File: src/rtl/audio_net_pkg.sv
// Shared constants and types for the AudioNet serial framer.
// The saturating increment serves the optional underrun counter.
package audio_net_pkg;

  localparam int FRAME_W_DEF = 256;
  localparam int UNDERRUN_W  = 16;

  typedef enum logic [1:0] {IDLE, SYNC, RUN} ser_state_t;

  function automatic logic [UNDERRUN_W-1:0] sat_inc(input logic [UNDERRUN_W-1:0] v);
    return (&v) ? v : v + {{(UNDERRUN_W-1){1'b0}}, 1'b1};
  endfunction

endpackage

File: src/rtl/frame_hold_buf.sv
// One-entry frame holding register: accepts when empty, empties on pop.
// in_ready is simply !out_valid, so it rises the cycle after a pop.
module frame_hold_buf
  import audio_net_pkg::*;
#(
  parameter int W = FRAME_W_DEF
) (
  input  logic         sclk,
  input  logic         rstn,
  input  logic         in_valid,
  output logic         in_ready,
  input  logic [W-1:0] in_data,
  output logic         out_valid,
  output logic [W-1:0] out_data,
  input  logic         pop
);

  logic         valid_q, valid_d;
  logic [W-1:0] data_q, data_d;

  always_comb begin
    valid_d = valid_q;
    data_d  = data_q;
    if (in_valid && in_ready) begin
      valid_d = 1'b1;
      data_d  = in_data;
    end else if (pop) begin
      valid_d = 1'b0;
    end
  end

  always_ff @(posedge sclk or negedge rstn) begin
    if (!rstn) begin
      valid_q <= 1'b0;
      data_q  <= '0;
    end else begin
      valid_q <= valid_d;
      data_q  <= data_d;
    end
  end

  assign in_ready  = !valid_q;
  assign out_valid = valid_q;
  assign out_data  = data_q;

endmodule

File: src/rtl/frame_serializer.sv
// MSB-first frame serializer with SYNC lock pulse and idle-frame fill on underrun.
// Underrun counter present only when FRAME_SER_UNDERRUN_CNT_EN is defined.
module frame_serializer
  import audio_net_pkg::*;
#(
  parameter int                 FRAME_W      = FRAME_W_DEF,
  parameter logic [FRAME_W-1:0] IDLE_PATTERN = '0
) (
  input  logic                  sclk,
  input  logic                  rstn,
  input  logic                  in_valid,
  output logic                  in_ready,
  input  logic [FRAME_W-1:0]    in_data,
  output logic                  sdata,
  output logic                  sfs,
  output logic                  busy,
  output logic [UNDERRUN_W-1:0] underrun_cnt
);

  localparam int                CNT_W   = $clog2(FRAME_W);
  localparam logic [CNT_W-1:0]  LAST    = CNT_W'(FRAME_W - 1);
  localparam logic [CNT_W-1:0]  LAST_M1 = CNT_W'(FRAME_W - 2);

  logic               hold_valid;
  logic [FRAME_W-1:0] hold_data;
  logic               pop;
  logic               boundary;
  logic [FRAME_W-1:0] next_frame;

  ser_state_t         state_q;
  logic [FRAME_W-1:0] shift_q;
  logic [CNT_W-1:0]   cnt_q;
  logic               sdata_q;
  logic               sfs_q;

  frame_hold_buf #(.W(FRAME_W)) u_hold (
    .sclk      (sclk),
    .rstn      (rstn),
    .in_valid  (in_valid),
    .in_ready  (in_ready),
    .in_data   (in_data),
    .out_valid (hold_valid),
    .out_data  (hold_data),
    .pop       (pop)
  );

  assign boundary   = (state_q == RUN) && (cnt_q == LAST);
  assign pop        = hold_valid && ((state_q == IDLE) || boundary);
  assign next_frame = hold_valid ? hold_data : IDLE_PATTERN;

  // sdata_q/sfs_q always show the bit for the current cnt_q; the shifter holds the rest.
  always_ff @(posedge sclk or negedge rstn) begin
    if (!rstn) begin
      state_q <= IDLE;
      shift_q <= '0;
      cnt_q   <= '0;
      sdata_q <= 1'b0;
      sfs_q   <= 1'b0;
    end else begin
      case (state_q)
        IDLE: begin
          sdata_q <= 1'b0;
          sfs_q   <= 1'b0;
          if (hold_valid) begin
            state_q <= SYNC;
            shift_q <= hold_data;
            sfs_q   <= 1'b1;
          end
        end
        SYNC: begin
          state_q <= RUN;
          cnt_q   <= '0;
          sdata_q <= shift_q[FRAME_W-1];
          shift_q <= {shift_q[FRAME_W-2:0], 1'b0};
          sfs_q   <= 1'b0;
        end
        RUN: begin
          if (boundary) begin
            cnt_q   <= '0;
            sdata_q <= next_frame[FRAME_W-1];
            shift_q <= {next_frame[FRAME_W-2:0], 1'b0};
            sfs_q   <= 1'b0;
          end else begin
            cnt_q   <= cnt_q + 1'b1;
            sdata_q <= shift_q[FRAME_W-1];
            shift_q <= {shift_q[FRAME_W-2:0], 1'b0};
            sfs_q   <= (cnt_q == LAST_M1);
          end
        end
        default: state_q <= IDLE;
      endcase
    end
  end

  assign sdata = sdata_q;
  assign sfs   = sfs_q;
  assign busy  = (state_q != IDLE);

`ifdef FRAME_SER_UNDERRUN_CNT_EN
  logic [UNDERRUN_W-1:0] underrun_q;

  always_ff @(posedge sclk or negedge rstn) begin
    if (!rstn) begin
      underrun_q <= '0;
    end else if (boundary && !hold_valid) begin
      underrun_q <= sat_inc(underrun_q);
    end
  end

  assign underrun_cnt = underrun_q;
`else
  assign underrun_cnt = '0;
`endif

endmodule

File: config.mk
export PLATFORM = sky130hd
export DESIGN_NAME = frame_serializer
export DESIGN_NICKNAME = d
export VERILOG_FILES = /design/src/rtl/audio_net_pkg.sv /design/src/rtl/frame_hold_buf.sv /design/src/rtl/frame_serializer.sv
export SDC_FILE = /design/constraint.sdc
export NUM_CORES = 1
export LEC_CHECK = 0
export BUFFER_PORTS_ARGS = -buffer_cell sky130_fd_sc_hd__buf_4
export CORE_MARGIN = 2
export CORE_UTILIZATION = 59
export DETAILED_ROUTE_END_ITERATION = 8
export PLACE_DENSITY = 0.91
export SYNTH_ARGS = -nofsm -noshare
export SYNTH_HDL_FRONTEND = slang
export SYNTH_SLANG_ARGS = --single-unit
File: constraint.sdc
create_clock -name sclk -period 2.7 [get_ports sclk]
set_input_delay 0.135 -clock sclk [delete_from_list [all_inputs] [get_ports sclk]]
set_output_delay 0.135 -clock sclk [all_outputs]
set_load 0.01 [all_outputs]
## Word-level counts from Yosys, hierarchy flattened

Cells that the tools add are included.

- Add/subtract/negate cells: 1
- Equality and inequality tests: 5
- Muxes and demuxes: 15
- Bitwise logic cells: 1
- Reductions and logical operators: 12

Operators by type and width:

| operator | count |
|---|---|
| $mux 256 | 3 |
| $pmux 256 s3 | 1 |
| $eq 8x8->1 const B | 2 |
| $pmux 8 s2 | 1 |
| $add 8x1->8 const B | 1 |
| $mux 8 | 1 |
| $pmux 1 s3 | 2 |
| $pmux 2 s3 | 1 |
| $reduce_bool 2->1 | 3 |
| $mux 1 | 5 |
| $reduce_and 2->1 | 2 |
| $logic_and 1x1->1 | 3 |
| $reduce_bool 3->1 | 1 |
| $eq 2x1->1 const B | 1 |
| $eq 2x2->1 const B | 1 |
| $logic_not 2->1 | 1 |
| $mux 2 | 1 |
| $ne 2x1->1 const B | 1 |
| $logic_not 1->1 | 1 |
| $logic_or 1x1->1 | 1 |
| $not 1->1 | 1 |

- Flip-flop bits (word level): 525
- Input bits: 259
- Output and inout bits: 20
- Logic and storage cells: 41

## Longest topological paths before layout

Gate-level depths: netlist of run 1.

- Depth in word-level cells: 6
- Gate-level depth with buffers: 9
- Mapped depth without buffers: 6

## By module

Synthesis of run 1 repeated with hierarchy kept, for this count alone.

- Cells, all modules: 2092
- Area total of the unflattened synthesis: 24947.7 µm²

By module, submodules not included:

| module | times used | cells each | area each (µm²) | sequential area each (µm²) |
|---|---|---|---|---|
| frame_serializer | 1 | 1547 | 14397.6 | 6706.4 |
| frame_hold_buf | 1 | 545 | 10550.1 | 6431.2 |

## Worst setup path before layout of run 1

No wires, ideal clock.

- Path type: flip-flop to flip-flop
- Start: reg state_q[0]
- End: reg shift_q[116]
- Setup time: 0.094 ns
- Data arrival time: 1.862 ns
- Data required time: 2.606 ns
- Slack: 0.744 ns
- Cell stages (with the launch flop): 10
- Path buffers: 3
- Clock period less this slack: 1.956 ns
- Path through: dfrtp_1 inv_1 ha_1 buf_2 and3_1 nor4b_4 buf_2 buf_4 a22oi_1 a211oi_1

- Cells in the longest elaborated chain, start to end: 4
- Elaborated cells on any way between the ends: 9
- Those cells by class: 3 x eq/ne; 2 x mux; 4 x reduce/logical

RTL lines:

| element | RTL line | RTL |
|---|---|---|
| start, declared | frame_serializer.sv:30 | `ser_state_t state_q;` |
| start signal, assigned | frame_serializer.sv:54 | `state_q <= IDLE;` |
| start signal, assigned | frame_serializer.sv:65 | `state_q <= SYNC;` |
| start signal, assigned | frame_serializer.sv:71 | `state_q <= RUN;` |
| $eq 2x2->1 | frame_serializer.sv:47, frame_serializer.sv:60 |  |
| $logic_and 1x1->1 | frame_serializer.sv:47 | `assign boundary = (state_q == RUN) && (cnt_q == LAST);` |
| $mux 256 | frame_serializer.sv:78 | `if (boundary) begin` |
| $pmux 256 s3 | frame_serializer.sv:60 | `case (state_q)` |
| end signal, assigned | frame_serializer.sv:66 | `shift_q <= hold_data;` |
| end signal, assigned | frame_serializer.sv:81 | `shift_q <= {next_frame[FRAME_W-2:0], 1'b0};` |
| end signal, assigned | frame_serializer.sv:86 | `shift_q <= {shift_q[FRAME_W-2:0], 1'b0};` |
| end, declared | frame_serializer.sv:31 | `logic [FRAME_W-1:0] shift_q;` |

Several ways; a longest one is shown, not always the timed one.
A chain may end at the register's enable or synchronous reset.

## Worst setup path after layout of run 1

- Start: reg state_q[1]
- End: reg shift_q[76]

The elaborated chain is that of the path after synthesis.

==> results of run 1 <==
-- sequential cells by signal, indices dropped and copies added, names as in the netlist --
register          count
cnt_q                 8
sdata                 1
sfs                   1
shift_q             256
state_q               2
u_hold.out_data     256
u_hold.out_valid      1
-- what timing repair did --
item | in CTS | in global routing
setup buffers | 0 | 2
hold endpoints to repair | 336 | 0
hold buffers | 257 | 0
resized for setup | 0 | 3
endpoints found under the setup margin | 0 | 5
-- worst min-delay path by stage --
stage | to | slack, ps | cells past startpoint
finish | u_hold.out_data[172] | 130 | 2
floorplan | cnt_q[0] | -160 | 0
CTS | u_hold.out_data[170] | 190 | 2
detailed placement | u_hold.out_data[170] | 240 | 1
global placement | u_hold.out_data[172] | 240 | 1
global route | shift_q[121] | 240 | 2
-- power breakdown --
group | leakage, nW | internal, mW | switching (mW) | total [mW]
Combinational | 5.38 | 7.63 | 10.6 | 18.3
Sequential | 6.12 | 12.2 | 3.44 | 15.7
Clock | 0.873 | 4.24 | 3.32 | 7.56
-- worst reg2reg max path: stages (launching register included) --
cell      delay [ps]
dfrtp_1          400
inv_1            160
ha_1             230
nand4b_1         160
o22a_4           480
buf_12           350
a22oi_1          310
a211oi_1         390
-- layer usage --
metal / global-route usage [%] / wire length (um)
met4: 21.7 / 5160
met2: 60.2 / 37000
met1: 43.9 / 26100
met3: 9.24 / 7060
met5: 0 / 90
-- layout make-up --
cell class                      count  area, um^2
Sequential cell                   525       13100
Timing Repair Buffer              568        5300
Tap cell                          525         657
Inverter                            9        33.8
Multi-Input combinational cell   1361        9530
Antenna cell                        6        15.0
Clock buffer                       75        1570
Fill cell                        2188        9130
Clock inverter                     22         183
-- logic make-up after synthesis --
group                    Yosys count
adder cells (fa/ha/maj)            7
other                              1
buffers and inverters            225
flip-flops                       525
multiplexers                     257
AND/OR/NAND/NOR                  547
AO/OA/AOI/OAI                    533
-- layout by cell type (no fill, tap or decap), drive strengths merged, types with 2 or more instances in the layout --
cell	instances
mux2	256
nor2	261
nand3	4
a22oi	256
nor2b	2
ha	7
diode	6
buf	310
dlygate4sd3	257
nand4	2
a21o	4
clkbuf	76
clkinv	17
or2	2
a211oi	255
inv	9
bufinv	2
nor3	258
dfrtp	525
conb	16
clkinvlp	3
o21ai	9
nand2	11
a21oi	2
nor4	3
==> results.toml, run 1 <==
[status]
status = "complete, but fails checks"
violations = "design-rule violations"

[synthesis]
synth_top_cell_by_area = "dfrtp_1"
syn_avg_cell_area_um2 = 11.2
synth_edf_count = 0
synth_compound_area_share_pct = 16.9
synth_top_family_by_area = "compound AO/OA/AOI/OAI gates"
synthMuxAreaShare_pct = 12.3
yosys-top-cells-count = "dfrtp_1, nor2_1, nor3_1"
ys.flop_type = "dfrtp_1"
synth.area.top_cells = "dfrtp_1, mux2_2, a22oi_1"
synth_xor_area_share_pct = 0
synth.distinct_cells = 36
syn_inst = 2095
yosysTopAreaCellShare_pct = 55.8
yosys_register_bits = 525
synth_fa_ha_area_share_pct = 0.372
yosysSeqAreaShare_pct = 55.8
yosysMostFrequentCell = "dfrtp_1"
synth-async-reset-ratio_pct = 100
synth-simple-area-share_pct = 10.4
ys_warn_count = 0
synth_area_mm2 = 0.0236

[cts]
cts_root_buf = "clkbuf_16"
clkTransAtPathRegs_ps = 70
cts_made_buffers = 52
clk_path_buf_depth = 3
cts-htree-levels = 2
clkLatencyLatePin_ps = 620
clock_sinks = 525
cts_tree = "built"

[power_and_ir_drop]
leakage_nw = 12.4
power_mw = 41.5
vdd_ir_drop_max_v = 0.00149
pwr_density_cell_mw_per_mm2 = 1360

[layout]
fin_cells = 3091
layout-drive-gt1-share_pct = 26.1
finish.utilization_pct = 76.9
nNetsFinal = 2783
fin_area_mm2 = 0.0304
area_growth_pct = 29.2

[setup_path]
critPathCaptureType = "flop"
rrSetupSlack_ps = 120
path_buf_inv = 2
crit_path_max_incr_delay_ps = 480
crit_slowest_cell = "o22a_4"
cp.required_ps = 3190
cp-start-kind = "flop"
cp-startpoint = "state_q[1]"
arrival_ps = 3070
crit_fanout = 68
crit_end = "shift_q[76]"
r2r_cells = 7
crit_cells = 7
crit_family = "compound AO/OA/AOI/OAI gates"
path_cells = "inv_1 > ha_1 > nand4b_1 > o22a_4 > buf_12 > a22oi_1 > a211oi_1"
critPathKind = "reg2reg"
rr_endpoint = "shift_q[76]"
r2r_start = "state_q[1]"

[sta]
rsz0062_at_grt = "no"
setup_viol = 0
period_needed_ps = 2580
relSlewSlack_pct = 42.3
fin_skew_ps = 37.6
tns_ps = 0
hold_viol = 0
fin_crit_sh_pct = 95.6
slew_violations = 0
worst_pin_slew_ps = 865
hold_ws_ps = 134
clock.fmax_mhz = 388
timing.final.ws_setup_ps = 119

[drt]
firstDrtPassIters = 9
wire_per_inst_um = 24.4
vias = 20700
vias_per_cell = 6.71
routed_wl_um = 75400
drtAntennaViolNets = 0
drt-initial-drc-count = 2899
drcViolationCount = 1

[grt]
antenna_found_initial = 9
grt_pass1_wl_um = 119000
grtUsageTotal_pct = 36.6
grt_max_degree = 137
overflow = 0
grt_pass1_vias = 21500

[placement]
placed_area_mm2 = 0.0260
dpl_worst_slack_ps = 284
dp_hpwl_um = 36200
placed_cells = 2727
port_buffers = 262
gp_congestion = 0.812

[floorplanning]
fp.dieW_um = 204
start_util_pct = 59.6
die_h_um = 204
die_area_mm2 = 0.0415
ios = 279
rows = 73
core_area_mm2 = 0.0395

[worst_hold_path]
hold_path.class = "in2async"

[run]
maxCapViolations = 0
No activity file was read; power rests on OpenSTA's default activity.
==> run 2, diff against run 1 <==
Settings changed: BUFFER_PORTS_ARGS -buffer_cell sky130_fd_sc_hd__buf_4 to -buffer_cell sky130_fd_sc_hd__buf_2.
==> run 2 against run 1 <==
The run now ends clean. Flip-flop and latch count is the same. Count of clock-buffer cells in the layout grew 5. Die area unchanged. First-iteration DRC count is 5.8% lower. Maximum frequency up 1.3%. Power is 0.33% higher. Routed wire length decreased by 1.3%.
==> results.toml, run 2 (same netlist as run 1, synthesis figures left out) <==
[cts]
cts_root_buf = "clkbuf_16"
cts_made_buffers = 53
clk_path_buf_depth = 3
clkTransAtPathRegs_ps = 60
clock_sinks = 525
cts_tree = "built"
clkLatencyLatePin_ps = 610
cts-htree-levels = 2

[power_and_ir_drop]
comb_power_share_pct = 43.9
power_mw = 41.6
p_switching_mw = 17.3
p_seq_share_pct = 37.7
pwr_density_cell_mw_per_mm2 = 1390
p_sw_share_pct = 41.5
p_int_mw = 24.3
vdd_ir_drop_max_v = 0.00130
leakage_nw = 12.2
pwr-share-clk_pct = 18.4

[sta]
timing.final.ws_setup_ps = 152
tns_ps = 0
fin_crit_sh_pct = 94.4
fin_skew_ps = 26.0
slew_violations = 0
rsz0062_at_grt = "no"
worst_pin_slew_ps = 801
clock.fmax_mhz = 392
setup_viol = 0
hold_viol = 0
period_needed_ps = 2550
relSlewSlack_pct = 46.6

[drt]
vias = 21000
drcViolationCount = 0
firstDrtPassIters = 6
routed_wl_um = 74400
drtAntennaViolNets = 0
drt-initial-drc-count = 2732
vias_per_cell = 6.76
wire_per_inst_um = 23.9

[grt]
met1_usage_pct = 43.0
antenna_found_initial = 7
overflow = 0
grt_pass1_vias = 21300
grt_max_degree = 158
met2_usage_pct = 58.9
top_usage_layer = "met2"
met3_usage_pct = 6.98
grt_pass1_wl_um = 116000
grtUsageTotal_pct = 35.4

[layout]
fill_cells = 2208
layout_common_cells = "dfrtp_1, buf_2, nor2_1"
multi_input_area_mm2 = 0.00955
nNetsFinal = 2801
layout-drive-gt1-share_pct = 26.5
fin_area_mm2 = 0.0300
final_common_cell = "dfrtp_1"
finish.utilization_pct = 75.8
regArea_mm2 = 0.0131
area_growth_pct = 27.2

[floorplanning]
ios = 279
die_h_um = 204
fp.dieW_um = 204
die_area_mm2 = 0.0415
start_util_pct = 59.6
core_area_mm2 = 0.0395
rows = 73

[setup_path]
critPathCaptureType = "flop"
arrival_ps = 3030
cp-start-kind = "flop"
crit_fanout = 41
path_cells = "inv_1 > ha_2 > and3_1 > nor4b_4 > buf_4 > buf_12 > buf_12 > a22oi_1 > a211oi_4"
critPathKind = "reg2reg"
cp.required_ps = 3180
path_buf_inv = 4
rrSetupSlack_ps = 150
crit_top_cell = "buf_12"
crit_path_max_incr_delay_ps = 420
crit_slowest_cell = "dfrtp_1"
crit_family = "buffers and inverters"

[status]
status = "finished clean"

[run]
maxCapViolations = 0

[placement]
gp_congestion = 0.818
port_buffers = 262
dpl_worst_slack_ps = 194
dp_hpwl_um = 37000
placed_area_mm2 = 0.0256

[worst_hold_path]
hold_path.class = "in2reg"
==> run 2: worst min-delay path, delay by kind of cell <==
family	cells	cell delay, ps
simple gates	1	150
buf+inv	1	120
mux	1	220
==> run 2: what timing repair did <==
| item | CTS | global route |
|---|---|---|
| setup buffers | 0 | 1 |
| hold endpoints to repair | 323 | 0 |
| hold buffers | 257 | 0 |
| setup endpoints to repair | 0 | 8 |
| gates resized for setup | 0 | 6 |
==> run 2: per-stage QoR <==
step                      hold slack, ps  std cells
after floorplan                     -161       2110
after global placement               201       2747
after detailed placement             204       2747
after CTS                           22.3       3099
after global routing                51.9       3104
final                               67.2       3106
==> run 2: worst paths after layout <==
| kind | cells past startpoint | to | start |
|---|---|---|---|
| worst min register to register | 2 | shift_q[0] | shift_q[0] |
| worst max-delay path | 9 | shift_q[118] | state_q[0] |
| worst max register to register | 9 | shift_q[118] | state_q[0] |
| min in group asynchronous | 2 | shift_q[172] | rstn |
| max in group asynchronous | 4 | u_hold.out_data[141] | rstn |
| worst min-delay path | 3 | u_hold.out_data[211] | in_valid |
==> run 2: layout make-up <==
cell class                      instances  area share (%)
Sequential cell                       525            43.8
Multi-Input combinational cell       1360            31.9
Timing Repair Buffer                  586            16.0
Clock buffer                           80            5.34
Tap cell                              525            2.19
Clock inverter                         15           0.610
Inverter                                9           0.113
Antenna cell                            6          0.0501
==> run 2: layer usage <==
| layer | wire length [um] | up-vias |
|---|---|---|
| met5 | 34 | - |
| met2 | 36800 | 1660 |
| li1 | - | 8662 |
| met4 | 4820 | 6 |
| met3 | 6750 | 442 |
| met1 | 26000 | 10200 |
==> run 2: power by group through the flow <==
stage               sequential [mW]  clock (mW)  combinational, mW
floorplan                      14.2           0               12.8
global placement               14.9           0               15.8
detailed placement             15.3           0               16.8
CTS                            15.2        7.60               17.2
global route                   16.0        8.04               19.6
finish                         15.7        7.67               18.3
